## src/rtl/cx_crc_multi_unit_if.sv

```systemverilog
// CX slave-port bundle for the CRC custom-function unit.
// Request side:  req_valid/req_ready handshake, req_id tag, req_func, req_state,
//                req_data0, req_data1.
// Response side: resp_valid/resp_ready handshake, resp_id, resp_status, resp_data.
// master = requester (CPU side), slave = the CRC unit.
interface cx_crc_multi_unit_if #(
  parameter int unsigned ID_WIDTH = 8
);
  logic                req_valid;
  logic                req_ready;
  logic [ID_WIDTH-1:0] req_id;
  logic [2:0]          req_func;
  logic [3:0]          req_state;
  logic [31:0]         req_data0;
  logic [31:0]         req_data1;

  logic                resp_valid;
  logic                resp_ready;
  logic [ID_WIDTH-1:0] resp_id;
  logic                resp_status;
  logic [31:0]         resp_data;

  modport master (
    output req_valid, req_id, req_func, req_state, req_data0, req_data1, resp_ready,
    input  req_ready, resp_valid, resp_id, resp_status, resp_data
  );

  modport slave (
    input  req_valid, req_id, req_func, req_state, req_data0, req_data1, resp_ready,
    output req_ready, resp_valid, resp_id, resp_status, resp_data
  );
endinterface

```

## src/rtl/cx_crc_multi_unit.sv

```systemverilog
// Multi-context CRC-32 custom-function unit on a CX slave port.
// Keeps NUM_STATES independent reflected CRC accumulators. Functions:
//   INIT (0): acc <= data0, UPDATE (1): fold 1..4 bytes of data0 (count in data1[2:0]),
//   READ (2): return ~acc. One request in flight: IDLE -> (BUSY) -> RESP.
// Ports:
//   i_clk   : clock, rising edge
//   i_rst_n : asynchronous active-low reset; aborts any operation, restores INIT_VALUE
//   s_cxu   : CX slave interface (request and response valid/ready handshakes)
module cx_crc_multi_unit #(
  parameter int unsigned NUM_STATES      = 4,
  parameter int unsigned BYTES_PER_CYCLE = 1,
  parameter logic [31:0] POLY            = 32'hEDB88320,
  parameter logic [31:0] INIT_VALUE      = 32'hFFFFFFFF,
  parameter int unsigned ID_WIDTH        = 8
) (
  input  logic               i_clk,
  input  logic               i_rst_n,
  cx_crc_multi_unit_if.slave s_cxu
);

  localparam int unsigned SW          = (NUM_STATES > 1) ? $clog2(NUM_STATES) : 1;
  localparam logic [2:0]  FUNC_INIT   = 3'd0;
  localparam logic [2:0]  FUNC_UPDATE = 3'd1;
  localparam logic [2:0]  FUNC_READ   = 3'd2;
  localparam logic [2:0]  BPC3        = 3'(BYTES_PER_CYCLE);

  // Reject illegal parameterisations at elaboration.
  if (BYTES_PER_CYCLE != 1 && BYTES_PER_CYCLE != 2 && BYTES_PER_CYCLE != 4) begin : g_bad_bpc
    $error("cx_crc_multi_unit: BYTES_PER_CYCLE must be 1, 2 or 4");
  end
  if (NUM_STATES < 1 || NUM_STATES > 16) begin : g_bad_states
    $error("cx_crc_multi_unit: NUM_STATES must be in 1..16");
  end

  typedef enum logic [1:0] {ST_IDLE, ST_BUSY, ST_RESP} fsm_t;

  fsm_t                fsm_q;
  logic [31:0]         acc_q [NUM_STATES];
  logic [SW-1:0]       idx_q;
  logic [31:0]         crc_q;
  logic [31:0]         data_q;
  logic [2:0]          left_q;
  logic                req_ready_q;
  logic                resp_valid_q;
  logic                resp_status_q;
  logic [ID_WIDTH-1:0] resp_id_q;
  logic [31:0]         resp_data_q;

  logic [SW-1:0]       req_idx_c;
  logic [2:0]          req_n_c;
  logic                req_err_c;
  logic [31:0]         req_acc_c;
  logic [31:0]         crc_next_c;
  logic                unused_c;

  // One reflected CRC byte step, LSB first.
  function automatic logic [31:0] fold_byte(input logic [31:0] c, input logic [7:0] b);
    logic [31:0] r;
    r = c;
    for (int i = 0; i < 8; i++) begin
      r = (r >> 1) ^ ((r[0] ^ b[i]) ? POLY : 32'h0);
    end
    return r;
  endfunction

  // Request decode; index bits above SW are covered by the range check.
  assign req_idx_c = s_cxu.req_state[SW-1:0];
  assign req_n_c   = s_cxu.req_data1[2:0];
  assign req_err_c = (32'(s_cxu.req_state) >= NUM_STATES) ||
                     (s_cxu.req_func > FUNC_READ) ||
                     ((s_cxu.req_func == FUNC_UPDATE) && (req_n_c > 3'd4));
  assign req_acc_c = acc_q[req_idx_c];
  assign unused_c  = ^{s_cxu.req_data1[31:3], s_cxu.req_state};

  // Engine: fold up to BYTES_PER_CYCLE of the remaining bytes this cycle.
  always_comb begin
    crc_next_c = crc_q;
    for (int k = 0; k < int'(BYTES_PER_CYCLE); k++) begin
      if (3'(k) < left_q) begin
        crc_next_c = fold_byte(crc_next_c, data_q[8*k +: 8]);
      end
    end
  end

  // Control FSM, accumulators and registered response.
  always_ff @(posedge i_clk or negedge i_rst_n) begin
    if (!i_rst_n) begin
      fsm_q <= ST_IDLE;
      for (int i = 0; i < int'(NUM_STATES); i++) begin
        acc_q[i] <= INIT_VALUE;
      end
      idx_q         <= '0;
      crc_q         <= '0;
      data_q        <= '0;
      left_q        <= '0;
      req_ready_q   <= 1'b1;
      resp_valid_q  <= 1'b0;
      resp_status_q <= 1'b0;
      resp_id_q     <= '0;
      resp_data_q   <= '0;
    end else begin
      case (fsm_q)
        ST_IDLE: begin
          if (s_cxu.req_valid && req_ready_q) begin
            resp_id_q     <= s_cxu.req_id;
            idx_q         <= req_idx_c;
            req_ready_q   <= 1'b0;
            resp_status_q <= req_err_c;
            resp_data_q   <= '0;
            resp_valid_q  <= 1'b1;
            fsm_q         <= ST_RESP;
            if (!req_err_c) begin
              case (s_cxu.req_func)
                FUNC_INIT: acc_q[req_idx_c] <= s_cxu.req_data0;
                FUNC_READ: resp_data_q <= ~req_acc_c;
                default: begin
                  // UPDATE: n=0 answers the raw accumulator, otherwise run the engine.
                  if (req_n_c == 3'd0) begin
                    resp_data_q <= req_acc_c;
                  end else begin
                    crc_q        <= req_acc_c;
                    data_q       <= s_cxu.req_data0;
                    left_q       <= req_n_c;
                    resp_valid_q <= 1'b0;
                    fsm_q        <= ST_BUSY;
                  end
                end
              endcase
            end
          end
        end
        ST_BUSY: begin
          if (left_q <= BPC3) begin
            // Last engine cycle: write back before RESP so a following request sees it.
            acc_q[idx_q] <= crc_next_c;
            resp_data_q  <= crc_next_c;
            resp_valid_q <= 1'b1;
            fsm_q        <= ST_RESP;
          end else begin
            crc_q  <= crc_next_c;
            data_q <= data_q >> (8 * BYTES_PER_CYCLE);
            left_q <= left_q - BPC3;
          end
        end
        ST_RESP: begin
          if (s_cxu.resp_ready) begin
            resp_valid_q <= 1'b0;
            req_ready_q  <= 1'b1;
            fsm_q        <= ST_IDLE;
          end
        end
        default: fsm_q <= ST_IDLE;
      endcase
    end
  end

  assign s_cxu.req_ready   = req_ready_q;
  assign s_cxu.resp_valid  = resp_valid_q;
  assign s_cxu.resp_id     = resp_id_q;
  assign s_cxu.resp_status = resp_status_q;
  assign s_cxu.resp_data   = resp_data_q;

endmodule

```

## src/flat_wrapper.sv

```systemverilog
// flat-port wrapper written by rule: the top's interface ports become plain ports
module cx_crc_multi_unit_flat 
#(
  parameter int unsigned NUM_STATES      = 4,
  parameter int unsigned BYTES_PER_CYCLE = 1,
  parameter logic [31:0] POLY            = 32'hEDB88320,
  parameter logic [31:0] INIT_VALUE      = 32'hFFFFFFFF,
  parameter int unsigned ID_WIDTH        = 8
)
  (i_clk, i_rst_n, s_cxu_req_valid, s_cxu_req_id, s_cxu_req_func, s_cxu_req_state, s_cxu_req_data0, s_cxu_req_data1, s_cxu_resp_ready, s_cxu_req_ready, s_cxu_resp_valid, s_cxu_resp_id, s_cxu_resp_status, s_cxu_resp_data);
  cx_crc_multi_unit_if #(.ID_WIDTH(ID_WIDTH)) s_cxu_i ();
  input  logic i_clk;
  input  logic i_rst_n;
  input wire logic [$bits(s_cxu_i.req_valid)-1:0] s_cxu_req_valid;
  input wire logic [$bits(s_cxu_i.req_id)-1:0] s_cxu_req_id;
  input wire logic [$bits(s_cxu_i.req_func)-1:0] s_cxu_req_func;
  input wire logic [$bits(s_cxu_i.req_state)-1:0] s_cxu_req_state;
  input wire logic [$bits(s_cxu_i.req_data0)-1:0] s_cxu_req_data0;
  input wire logic [$bits(s_cxu_i.req_data1)-1:0] s_cxu_req_data1;
  input wire logic [$bits(s_cxu_i.resp_ready)-1:0] s_cxu_resp_ready;
  output wire logic [$bits(s_cxu_i.req_ready)-1:0] s_cxu_req_ready;
  output wire logic [$bits(s_cxu_i.resp_valid)-1:0] s_cxu_resp_valid;
  output wire logic [$bits(s_cxu_i.resp_id)-1:0] s_cxu_resp_id;
  output wire logic [$bits(s_cxu_i.resp_status)-1:0] s_cxu_resp_status;
  output wire logic [$bits(s_cxu_i.resp_data)-1:0] s_cxu_resp_data;
  assign s_cxu_i.req_valid = s_cxu_req_valid;
  assign s_cxu_i.req_id = s_cxu_req_id;
  assign s_cxu_i.req_func = s_cxu_req_func;
  assign s_cxu_i.req_state = s_cxu_req_state;
  assign s_cxu_i.req_data0 = s_cxu_req_data0;
  assign s_cxu_i.req_data1 = s_cxu_req_data1;
  assign s_cxu_i.resp_ready = s_cxu_resp_ready;
  assign s_cxu_req_ready = s_cxu_i.req_ready;
  assign s_cxu_resp_valid = s_cxu_i.resp_valid;
  assign s_cxu_resp_id = s_cxu_i.resp_id;
  assign s_cxu_resp_status = s_cxu_i.resp_status;
  assign s_cxu_resp_data = s_cxu_i.resp_data;
  cx_crc_multi_unit #(.NUM_STATES(NUM_STATES), .BYTES_PER_CYCLE(BYTES_PER_CYCLE), .POLY(POLY), .INIT_VALUE(INIT_VALUE), .ID_WIDTH(ID_WIDTH)) u_core (.i_clk(i_clk), .i_rst_n(i_rst_n), .s_cxu(s_cxu_i));
endmodule
```

## config.mk

```make
export PLATFORM = sky130hd
export DESIGN_NAME = cx_crc_multi_unit_flat
export DESIGN_NICKNAME = d
export VERILOG_FILES = /design/src/rtl/cx_crc_multi_unit_if.sv /design/src/rtl/cx_crc_multi_unit.sv /design/src/flat_wrapper.sv
export SDC_FILE = /design/constraint.sdc
export NUM_CORES = 1
export LEC_CHECK = 0
export CORE_ASPECT_RATIO = 1.75
export CORE_MARGIN = 2
export CORE_UTILIZATION = 51
export DETAILED_ROUTE_END_ITERATION = 8
export PLACE_DENSITY = 0.82
export SYNTH_ARGS = -nofsm -noshare
export SYNTH_HDL_FRONTEND = slang
export SYNTH_SLANG_ARGS = --single-unit
```

## constraint.sdc

```tcl
create_clock -name i_clk -period 3.3 [get_ports i_clk]
set_input_delay 0.825 -clock i_clk [delete_from_list [all_inputs] [get_ports i_clk]]
set_output_delay 0.825 -clock i_clk [all_outputs]
set_load 0.02 [all_outputs]
```

==> out/results.tsv, run 1 <==
stage	metric	value	unit
run_status	status	finished, final reports clean	
power	ir_drop	0.000327	V
global_routing	grt_pass1_wl	66.9	mm
detailed_routing	dr_total_vias	11645	
logic_synthesis	ys_seq_elements	242	
timing	post-route-period-util	85.0	%
logic_synthesis	yosysSeqAreaShare	45.4	%
placed_design	gp_congestion	0.986	
run	max_cap_violations	0	
layout	utilization	61.3	%
logic_synthesis	async_flop_share	100	%
clocking	cts_made_buffers	24	
detailed_routing	ant_nets	0	
clocking	clock_sinks	242	
logic_synthesis	synth_ff_type	dfstp_2	
logic_synthesis	syn_inst	1269	
critical_path	start_kind	primary input	
placed_design	numPlacedInstances	1642	
detailed_routing	routed_via_density	6.91	
layout	final_net_count	1431	
power	leakage	6.29	nW
logic_synthesis	syn_nets	1356	
clocking	cts_tree	yes	
critical_path	cp.arrival	3.25	ns
placed_design	dp_hpwl	29.0	mm
timing	maxSlewHeadroom	37.8	%
layout	final_area	16200	um2
floorplanning	start_util	51.7	%
timing	hold_violations	0	
timing	tightest_slew	0.929	ns
detailed_routing	wire_per_inst	25.9	um
layout	syn_to_final_growth	18.6	%
clocking	cts_setup_buffers	0	
timing	setup_viol	0	
floorplanning	core	26500	um2
logic_synthesis	synth_top_area_cell	dfstp_2	
layout	drive_gt1_share	22.8	%
global_routing	grt_max_degree	74	
critical_path	crit_path_frequent_cell	buf_12	
timing	finalSetupTns	0	ns
logic_synthesis	yosys.area.top_type_share	24.8	%
clocking	clkTransAtPathRegs	0.06	ns
logic_synthesis	yosys-top-cells-count	dfstp_2 (129), o21a_1 (122), dfrtp_1 (113)	
critical_path	critical_path.max_fanout	29	
clocking	cts_hold_buf	0	
clocking	ctsRootBufferMaster	clkbuf_16	
global_routing	grt_usage	31.0	%
clocking	htreeDepth	1	
clocking	clk_path_buf_depth	3	
floorplanning	die_h	221	um
critical_path	cp.required	3.74	ns
global_routing	grt_pass1_vias	11896	
critical_path	critPathSlowestCell	or4b_1	
logic_synthesis	yosys.cell_count.top_type	dfstp_2	
floorplanning	num_rows	79	
critical_path	worstRegToRegCells	8	
critical_path	worstPathCellList	clkdlybuf4s50_1 > or3_1 > or4b_1 > a221oi_4 > buf_12 > buf_12 > nor2_1 > a31oi_1	
timing	layout_min_cycle_time	2.80	ns
detailed_routing	first_pass_iters	6	
critical_path	r2r_start	u_core.fsm_q[1]	
timing	report.final.slew_viol_count	0	
detailed_routing	drc_errors	0	
critical_path	critPathMaxStageDelay	0.63	ns
logic_synthesis	ys_types	55	
power	power-per-cell-area	385	nW/um2
timing	finalWorstSetupSlack	0.496	ns
timing	rsz0062_at_grt	no	
floorplanning	dieArea	28200	um2
detailed_routing	detail_route.iter0.violations	1199	
logic_synthesis	syn_area	13700	um2
logic_synthesis	synth-edff-count	0	
clocking	post_cts_resized	0	
floorplanning	fp.dieW	128	um
placed_design	io_buffers	96	
critical_path	end_kind	flop	
global_routing	grt.overflow.total	0	
timing	max_freq	357	MHz
clocking	clkLatencyLatePin	0.55	ns
floorplanning	pin_count	126	
placed_design	placed_area	15400	um2
timing	fin_skew	0.0172	ns
layout	diodes	0	
layout	stdcell_count	1686	
logic_synthesis	synthTopCellsByArea	dfstp_2 (25%), dfrtp_1 (21%), o21a_1 (6.7%)	
logic_synthesis	syn_area_per_cell	10.8	um2
layout	nFillCells	2052	
placed_design	place_ws	-0.0195	ns
critical_path	ff2ff_setup_slack	0.52	ns
global_routing	antenna_found_initial	0	
detailed_routing	routed_wl	43.6	mm
logic_synthesis	yosysWarningCount	0	
worst_hold_path	hp-class	in -> async	
critical_path	timing.rr.end	u_core.acc_q[22]	
critical_path	critPathKind	in -> reg	
-- report_power, final --
group          total [mW]  internal, mW  switching [mW]
clock                2.93          1.74            1.19
combinational       0.343         0.122           0.221
sequential           2.97          2.97               0
-- state kept, by name, indices dropped and copies added, names as in the netlist --
| name | flops |
|---|---|
| u_core.data_q | 32 |
| u_core.fsm_q | 2 |
| u_core.s_cxu.resp_status | 1 |
| u_core.left_q | 3 |
| u_core.s_cxu.resp_id | 8 |
| u_core.s_cxu.resp_valid | 1 |
| u_core.s_cxu.resp_data | 32 |
| u_core.s_cxu.req_ready | 1 |
| u_core.crc_q | 32 |
| u_core.idx_q | 2 |
| u_core.acc_q | 128 |
-- stage by stage --
stage          hold WS (ns)  total power, mW
6_report              0.236             6.25
5_1_grt               0.284             6.41
4_1_cts               0.252             6.27
3_5_place_dp          0.474             3.36
3_3_place_gp          0.465             3.35
2_1_floorplan         0.450             3.14
-- layout by cell type, fill, tap and decap left out, types with 43 or more instances in the layout --
cell / n
a21oi_1: 58
a31oi_1: 47
buf_4: 51
clkdlybuf4s50_1: 93
dfrtp_1: 113
dfstp_2: 129
nand2_1: 110
nor2_1: 100
o211ai_1: 43
o21a_1: 122
o221ai_1: 91
-- worst max path at each step --
stage,startpoint,end,slack [ns],cells past startpoint
detailed placement,s_cxu_req_func[2],u_core.data_q[1],-0.02,8
finish,s_cxu_req_func[2],u_core.data_q[12],0.50,8
global placement,s_cxu_req_func[2],u_core.crc_q[2],0.04,8
floorplan,s_cxu_req_func[2],u_core.crc_q[29],0.53,7
CTS,s_cxu_req_func[2],u_core.data_q[12],0.50,8
global route,s_cxu_req_func[2],u_core.acc_q[4],0.40,8
-- worst max-delay path: cells and delay by family --
family          cells  cell delay, ns
compound gates      2            0.47
buf+inv             3            0.83
simple gates        3            1.10
-- metal layers --
layer | GRT usage [%] | share of wire [%] | vias up
met1 | 35.5 | 35 | 5731
met3 | 5.42 | 8.1 | 247
met2 | 50.3 | 48 | 731
met5 | 0 | 0 | -
met4 | 26.3 | 9.1 | 0
li1 | - | - | 4936
-- cells by family after synthesis --
logic type / count (synthesis) / synth area share, %
buf+inv: 128 / 3.84
fa+ha+maj: 4 / 0.365
mux: 80 / 8.96
xor+xnor: 70 / 8.01
compound gates: 472 / 25.0
flops: 242 / 45.4
simple gates: 273 / 8.47
-- layout make-up --
cell class	instances	area [um2]	area share, %
tap	324	405	2.50
clock buffer	40	732	4.51
timing repair buffer	168	1760	10.8
clock inverter	4	95.1	0.585
sequential	242	6220	38.3
multi-input combinational	899	7000	43.1
inverter	9	33.8	0.208
Note: power is estimated with default switching activity, not from simulation.
==> run 2: changes to the inputs <==
clock period = 2.79 ns   (was 3.3 ns; I/O delays follow)
==> run 2 against run 1 <==
Net effect:
- worst hold slack worse by 0.12 ns
- sequential power up 19%
- clock skew up 0.00064 ns
- critical endpoint is now u_core.data_q[9]
- clock power up 19%
- critical path type unchanged
- core utilization up 1.5 points
==> out/results.tsv, run 2 (synthesis results as in run 1) <==
stage	metric	value	unit
global_routing	grt_pass1_vias	12402	
floorplanning	num_rows	79	
timing	fin_skew	0.0179	ns
timing	hold_violations	0	
global_routing	grt_max_degree	76	
run	max_cap_violations	0	
clocking	cts_hold_buf	0	
layout	final_area	16600	um2
power	p_sw	1.69	mW
worst_hold_path	hp-class	in -> async	
clocking	clock_sinks	242	
detailed_routing	ant_nets	0	
power	total_power	7.41	mW
floorplanning	dieArea	28200	um2
clocking	cts_tree	yes	
floorplanning	die_h	221	um
clocking	clk_path_buf_depth	3	
critical_path	critPathKind	in -> reg	
power	seq_power_share	47.5	%
detailed_routing	drc_errors	0	
power	ir_drop	0.000432	V
timing	maxSlewHeadroom	31.9	%
clocking	ctsRootBufferMaster	clkbuf_16	
global_routing	antenna_found_initial	0	
timing	finalSetupTns	0	ns
global_routing	grt_pass1_wl	69.7	mm
global_routing	grt_usage	32.5	%
timing	setup_viol	0	
layout	drive_gt1_share	25.7	%
clocking	clkTransAtPathRegs	0.06	ns
placed_design	dp_hpwl	30.1	mm
layout	stdcell_count	1730	
timing	hold_ws	0.119	ns
clocking	cts_setup_buffers	0	
floorplanning	core	26500	um2
layout	final_net_count	1477	
critical_path	end_kind	flop	
layout	syn_to_final_growth	21.6	%
timing	report.final.slew_viol_count	0	
detailed_routing	wire_per_inst	26.1	um
detailed_routing	wl_met2	22.2	mm
detailed_routing	dr_total_vias	11932	
floorplanning	fp.dieW	128	um
layout	regMostFlops	u_core.acc_q	
detailed_routing	first_pass_iters	6	
detailed_routing	detail_route.iter0.violations	1299	
critical_path	ff2ff_setup_slack	0.17	ns
placed_design	numPlacedInstances	1689	
power	leakage	6.53	nW
clocking	post_cts_resized	0	
power	p_int	5.72	mW
timing	rsz0062_at_grt	no	
critical_path	cp.arrival	3.10	ns
layout	largest_reg_flops	128	
critical_path	cp.required	3.23	ns
timing	tightest_slew	1.02	ns
layout	utilization	62.8	%
timing	finalWorstSetupSlack	0.124	ns
clocking	clkLatencyLatePin	0.54	ns
detailed_routing	routed_wl	45.1	mm
floorplanning	pin_count	126	
floorplanning	start_util	51.7	%
layout	final_cell_mix	dfstp_2 (129), o21a_1 (122), dfrtp_1 (113)	
placed_design	gp_congestion	0.988	
clocking	htreeDepth	1	
critical_path	start_kind	primary input	
layout	diodes	0	
power	comb_power_share	5.6	%
placed_design	place_ws	-0.393	ns
detailed_routing	routed_via_density	6.90	
power	switching_share	22.8	%
detailed_routing	wl_met1	15.3	mm
detailed_routing	top_layer	met4	
layout	nFillCells	1989	
placed_design	io_buffers	96	
run_status	status	finished, final reports clean	
global_routing	grt.overflow.total	0	
detailed_routing	wl_met3	3.64	mm
timing	post-route-period-util	95.5	%
clocking	cts_made_buffers	23	
layout	layout_commonest_cell	dfstp_2	
placed_design	placed_area	15800	um2
timing	max_freq	375	MHz
critical_path	critical_path.max_fanout	21	
power	power-per-cell-area	445	nW/um2
power	p_clk_share	47.0	%
timing	layout_min_cycle_time	2.67	ns
[run 2: cell count changes in the layout (fill, tap and decap cells not counted)]
cell        previous run  this run
buf_4                 51        94
clkbuf_1              10         3
buf_12                21        25
clkinvlp_4             0         3
bufinv_16              3         4
clkbuf_16             25        24
clkbuf_8               5         4
clkinv_2               1         2
clkinv_4               0         1
[run 2: worst max-delay path, cell delays in order]
cell             delay (ns)
clkdlybuf4s50_1        0.42
or3_1                  0.39
or4b_1                 0.63
a221oi_4               0.31
buf_12                 0.23
buf_12                 0.17
nor2_1                 0.06
a31oi_1                0.17
[run 2: final timing paths]
path,from,endpoint,cells after the start
max,s_cxu_req_func[2],u_core.data_q[9],8
min,i_rst_n,u_core.s_cxu.resp_id[1],1
max reg2reg,u_core.crc_q[6],u_core.acc_q[22],7
min reg2reg,u_core.data_q[15],u_core.data_q[15],2
max in group asynchronous,i_rst_n,u_core.acc_q[97],2
min in group i_clk,u_core.data_q[15],u_core.data_q[15],2
[run 2: layout make-up]
class | count | area [um2] | share of cell area [%]
Clock buffer | 31 | 667 | 4.01
Tap cell | 324 | 405 | 2.44
Inverter | 9 | 33.8 | 0.203
Clock inverter | 10 | 161 | 0.970
Multi-Input combinational cell | 899 | 7000 | 42.0
Sequential cell | 242 | 6220 | 37.3
Timing Repair Buffer | 215 | 2160 | 13.0
[run 2: power by group through the flow]
stage	clock [mW]	sequential, mW	combinational [mW]
5_1_grt	3.65	3.52	0.438
4_1_cts	3.52	3.52	0.406
6_report	3.48	3.52	0.413
2_1_floorplan	0	3.58	0.133
3_5_place_dp	0	3.58	0.403
3_3_place_gp	0	3.58	0.397
[run 2: routing by layer]
metal  global-route usage [%]  vias to the layer above
met1                     36.7                     5874
met3                     5.44                      265
li1                         -                     5034
met5                        0                        -
met2                     54.2                      759
met4                     25.7                        0
